File: src/rtl/prime_pkg.sv
// Shared definitions for the prime-test engine.
//   state_e   : FSM state encoding (IDLE, CHECK)
//   PRIME_MIN : smallest prime; operands below it are never prime
//   WIDTH_DEF : default operand width in bits
package prime_pkg;

  typedef enum logic {
    IDLE  = 1'b0,
    CHECK = 1'b1
  } state_e;

  localparam int PRIME_MIN = 2;
  localparam int WIDTH_DEF = 4;

endpackage

File: src/rtl/prime_engine_if.sv
// Request/result bundle of the prime-test engine.
//   en_i    : start request (master -> engine)
//   data_i  : operand n, unsigned (master -> engine)
//   prime_o : 1 = n is prime, meaningful while valid_o = 1
//   valid_o : 1 = idle with a result held, 0 = computing
//   done_o  : one-cycle pulse in the cycle valid_o rises
interface prime_engine_if #(
  parameter int WIDTH = prime_pkg::WIDTH_DEF
);
  logic             en_i;
  logic [WIDTH-1:0] data_i;
  logic             prime_o;
  logic             valid_o;
  logic             done_o;

  modport master (output en_i, data_i, input  prime_o, valid_o, done_o);
  modport slave  (input  en_i, data_i, output prime_o, valid_o, done_o);
endinterface

File: src/rtl/prime_engine.sv
// Iterative primality tester using trial division by repeated subtraction.
// A request accepted in IDLE latches n, then each CHECK cycle either
// subtracts the trial divisor d from the remainder r, advances d, or
// finishes. The test stops once d*d exceeds n.
// Ports:
//   clk : clock, rising edge
//   rst : synchronous, active-high reset
//   bus : prime_engine_if slave modport (en_i, data_i, prime_o, valid_o, done_o)
module prime_engine
  import prime_pkg::*;
#(
  parameter int WIDTH = WIDTH_DEF
) (
  input  logic           clk,
  input  logic           rst,
  prime_engine_if.slave  bus
);

  localparam logic [0:0] S_IDLE  = IDLE;
  localparam logic [0:0] S_CHECK = CHECK;

  logic [0:0]         state;
  logic [WIDTH-1:0]   n;
  logic [WIDTH-1:0]   r;
  // One extra bit so d can step past sqrt(2^WIDTH-1) without wrapping.
  logic [WIDTH:0]     d;
  logic [2*WIDTH-1:0] dd;
  logic               prime_q;
  logic               done_q;

  // d never exceeds about 2^(WIDTH/2)+1, so its square fits in 2*WIDTH bits.
  assign dd = (2*WIDTH)'(d) * (2*WIDTH)'(d);

  always_ff @(posedge clk) begin
    if (rst) begin
      state   <= S_IDLE;
      n       <= '0;
      r       <= '0;
      d       <= (WIDTH+1)'(PRIME_MIN);
      prime_q <= 1'b0;
      done_q  <= 1'b0;
    end else begin
      done_q <= 1'b0;
      if (state == S_IDLE) begin
        if (bus.en_i) begin
          n       <= bus.data_i;
          r       <= bus.data_i;
          d       <= (WIDTH+1)'(PRIME_MIN);
          prime_q <= 1'b0;
          state   <= S_CHECK;
        end
      end else begin
        if (n < WIDTH'(PRIME_MIN)) begin
          prime_q <= 1'b0;
          done_q  <= 1'b1;
          state   <= S_IDLE;
        end else if (dd > (2*WIDTH)'(n)) begin
          prime_q <= 1'b1;
          done_q  <= 1'b1;
          state   <= S_IDLE;
        end else if ((WIDTH+1)'(r) >= d) begin
          // d <= r here, so its upper bit is clear and truncation is exact.
          r <= r - WIDTH'(d);
        end else if (r == '0) begin
          prime_q <= 1'b0;
          done_q  <= 1'b1;
          state   <= S_IDLE;
        end else begin
          d <= d + 1'b1;
          r <= n;
        end
      end
    end
  end

  assign bus.valid_o = (state == S_IDLE);
  assign bus.prime_o = prime_q;
  assign bus.done_o  = done_q;

endmodule

File: src/flat_wrapper.sv
// flat-port wrapper written by rule: the top's interface ports become plain ports
module prime_engine_flat import prime_pkg::*;
#(
  parameter int WIDTH = WIDTH_DEF
)
  (clk, rst, bus_en_i, bus_data_i, bus_prime_o, bus_valid_o, bus_done_o);
  prime_engine_if #(.WIDTH(WIDTH)) bus_i ();
  input  logic clk;
  input  logic rst;
  input wire logic [$bits(bus_i.en_i)-1:0] bus_en_i;
  input wire logic [$bits(bus_i.data_i)-1:0] bus_data_i;
  output wire logic [$bits(bus_i.prime_o)-1:0] bus_prime_o;
  output wire logic [$bits(bus_i.valid_o)-1:0] bus_valid_o;
  output wire logic [$bits(bus_i.done_o)-1:0] bus_done_o;
  assign bus_i.en_i = bus_en_i;
  assign bus_i.data_i = bus_data_i;
  assign bus_prime_o = bus_i.prime_o;
  assign bus_valid_o = bus_i.valid_o;
  assign bus_done_o = bus_i.done_o;
  prime_engine #(.WIDTH(WIDTH)) u_core (.clk(clk), .rst(rst), .bus(bus_i));
endmodule
File: config.mk
export PLATFORM = sky130hd
export DESIGN_NAME = prime_engine_flat
export DESIGN_NICKNAME = d
export VERILOG_FILES = /design/src/rtl/prime_pkg.sv /design/src/rtl/prime_engine_if.sv /design/src/rtl/prime_engine.sv /design/src/flat_wrapper.sv
export SDC_FILE = /design/constraint.sdc
export NUM_CORES = 1
export LEC_CHECK = 0
export CORE_MARGIN = 4
export CORE_UTILIZATION = 58
export CTS_CLUSTER_DIAMETER = 80
export DETAILED_ROUTE_END_ITERATION = 8
export GPL_TIMING_DRIVEN = 0
export PLACE_DENSITY = 0.89
export SLEW_MARGIN = 40
export SYNTH_ARGS = -nofsm -noshare
export SYNTH_HDL_FRONTEND = slang
export SYNTH_SLANG_ARGS = --single-unit
File: constraint.sdc
create_clock -name clk -period 10.7 [get_ports clk]
set_clock_uncertainty 0.05 [all_clocks]
set_input_delay 1.605 -clock clk [delete_from_list [all_inputs] [get_ports clk]]
set_output_delay 1.605 -clock clk [all_outputs]
set_load 0.05 [all_outputs]
==> results.md <==
- Crit-path slowest cell: fa_1
- Slowest stage delay, CP: 0.51 ns
- Synth area leader: dfxtp_1
- Synth Cell Area: approximately 1600 sq um
- Worst R2R Path Depth: 14
- Critical Path End: u_core.d[4]
- XOR/XNOR share of the synthesized area: around 2.8%
- Most frequent cell after synthesis: nand2_1
- Simple-Gate Fraction of Synth Area: a little under a quarter
- Critical Path Source: u_core.d[1]
- Remaining antenna violation count after routing: 0
- Layout Nets: 239
- DR vias: ~1600
- Number of placement rows: 18
- Worst hold slack: approximately 0.45 ns
- Max cap viols: 0
- Hold-fix buffers, CTS: 0
- IO Count: 10
- Synth Warn #: 0
- Most frequent cells after synthesis: nand2_1, dfxtp_1, ha_1, inv_1, nor2_1
- Maximum vdd ir drop: around 0.11 mV
- GP Congestion: 0.9421
- Power Density: 92.92 nW/um^2
- Max Fclk: between 0.2 and 0.25 GHz
- Worst min path class: flip-flop to flip-flop
- Maximum fanout along the worst path: 9
- Worst EP required: roughly 11 ns
- WL/cell: between 15 and 20 um
- FFs w/ async S/R, synth: 0%
- Top cells by area, synth: dfxtp_1, ha_1, fa_1
- Adder-cell share of the synthesized area: 18.01%
- Unrepaired setup endpoints after global routing: false
- Area grow syn2layout: 9.887%
- Drt first pass iters: 5
- Layout cells sized above 1: under 10%
- Sequential fraction of the synthesis area: about a fifth
- Rel. slew slack: approximately 47%
- Final Cell Area: approximately 1700 sq um
- Num CTS Buffers: 3
- Post_cts resized: 0
- Status: finished, final reports clean
- Number of setup violations in the final report: 0
- Final Hold Vio Count: 0
- Post-synth EDFFs: 0
- Critical Path AT: about 4.8 ns
- Number of global-route vias before repair: about 1600
- Clk root buf: clkbuf_4
- Reg2reg setup slack: around 6.1 ns
- Overall routing resource usage: between 20% and 30%
- #FFs+latches synth: 16
- R2r startpoint: u_core.d[1]
- Reg clk slew, reported paths: 0.10 ns
- CP Capture Type: flip-flop
- Worst-Margin Slew: roughly 0.78 ns
- Total Wirelength: just over 4000 um
- Setup Fix Bufs, Post-CTS: 0
- Tmin final: around 4.6 ns
- Pre-CTS setup slack: 6.174 ns
- H-tree depth: 1
- Syn Inst Count: just under 200
- Largest family of logic cells by synthesized area: compound AO/OA/AOI/OAI gates
- DRC viols: 0
- Lkg Pwr: 0.7264 nW
- Largest net degree at the start of global routing: 11
- Via/cell ratio: ~6.7
- Chip height: approximately 60 um
- CTS tree: built
- Compound-Gate Fraction of Synth Area: between 20 and 30%
- Ordered cell list for the critical path: clkbuf_1 > nand2_1 > fa_1 > fa_1 > inv_1 > ha_1 > a31o_2 > ha_1 > o21ai_0 > or2_1 > a221oi_2 > nand4_1 > nor2_1 > o211ai_1
- Initial drt markers: 132
- First-pass GRT wire length: slightly above 7000 um
- Final critical-path share of the clock period: 43.43%
- Worst setup margin: between 6 and 7 ns
- Post-placement cell area: 1674 sq um
- Die width: 59.81 um
- Synth top area share: between 20% and 30%
- WS Path Type: flip-flop to flip-flop
- Fillers: approximately 210
- Ys flop type: dfxtp_1
- Netlist cell types: 50
- Clk sinks: 16
- Worst-skew pair later-pin latency: a little under 0.3 ns
- Core box area: 2522 sq um
- Final slew viol count: 0
- Final TNS setup: 0 ns
- Reg2reg end: u_core.d[4]
- Initial antenna violation count: 0
- Mux contribution to synthesized area: 1.286%
- Antenna diodes: 0
- CP Launch Type: flip-flop
- I/O Buffers: 8
- Detailed Place HPWL: approximately 3200 um
- Initial Util: ~62%
- Post-synth net total: 226
- GRT overflow: 0
- Avg Cell Area, Syn: a little under 8 sq um
- DIE AREA: around 3600 sq um
- Clock Path Buffers: 2
## placed cells by master (no fill, tap or decap), types with 7 or more instances in the layout
| cell type | netlist | routed |
|---|---|---|
| clkbuf_1 | 7 | 7 |
| nand2_1 | 20 | 20 |
| o211ai_1 | 8 | 8 |
| nand3_1 | 11 | 11 |
| dfxtp_1 | 16 | 16 |
| inv_1 | 16 | 16 |
| nor2_1 | 16 | 16 |
| clkdlybuf4s50_1 | 0 | 8 |
| a21oi_1 | 12 | 12 |
| ha_1 | 16 | 16 |
| o21ai_0 | 7 | 7 |
## where the power goes
| group | switching (mW) | leakage, nW | internal (mW) |
|---|---|---|---|
| Sequential | 0.00322 | 0.131 | 0.0624 |
| Combinational | 0.0318 | 0.575 | 0.0194 |
| Clock | 0.0213 | 0.0210 | 0.0207 |
## per-layer routing
| metal | track usage [%] | wire, um |
|---|---|---|
| met1 | 34.73 | 1631 |
| met2 | 43.36 | 1940 |
| met3 | 1.296 | 406 |
| met4 | 8.544 | 97 |
| met5 | 0 | 0 |
## area by class of cell
class                      count  area [sq um]  share of cell area, %
clock buffer                   4         36.28                  2.121
inverter                      17         63.81                  3.731
tap                           30         37.54                  2.195
buffer                        12         67.56                  3.950
timing repair buffer           8         80.08                  4.682
multi-input combinational    154          1105                  64.59
sequential                    16         320.3                  18.73
## kinds of logic after synthesis
logic type,after synthesis
simple gates,74
compound gates,53
buf+inv,29
fa+ha+maj,20
flops,16
xor+xnor,5
mux,2
## sequential cells by signal (all words and copies together), names as in the netlist
| register | count |
|---|---|
| u_core.r | 4 |
| u_core.d | 5 |
| u_core.bus.prime_o | 1 |
| u_core.bus.done_o | 1 |
| u_core.state | 1 |
| u_core.n | 4 |
## how the worst min path moves through the flow
stage | cells after the start | start | to
6_report | 2 | u_core.bus.prime_o | u_core.bus.prime_o
3_5_place_dp | 2 | u_core.bus.prime_o | u_core.bus.prime_o
3_3_place_gp | 2 | u_core.bus.prime_o | u_core.bus.prime_o
4_1_cts | 2 | u_core.bus.prime_o | u_core.bus.prime_o
5_1_grt | 2 | u_core.bus.prime_o | u_core.bus.prime_o
2_1_floorplan | 2 | u_core.n[0] | u_core.n[0]
## critical path, delay by kind of cell, from the launching register on
kind,cells,cell delay (ns)
adders and majority gates,4,1.58
and+or+nand+nor,4,1.22
AOI/OAI and AO/OA,4,0.86
DFF,1,0.43
buffers and inverters,2,0.37
## stage by stage
step           util, %  cells  total power [mW]
6_report         67.81    241            0.1589
3_3_place_gp     66.37    237            0.1142
2_1_floorplan        -    199            0.1022
4_1_cts          67.81    241            0.1570
5_1_grt          67.81    241            0.1666
3_5_place_dp     66.37    237            0.1164
Note: power is estimated with default switching activity, not from simulation.
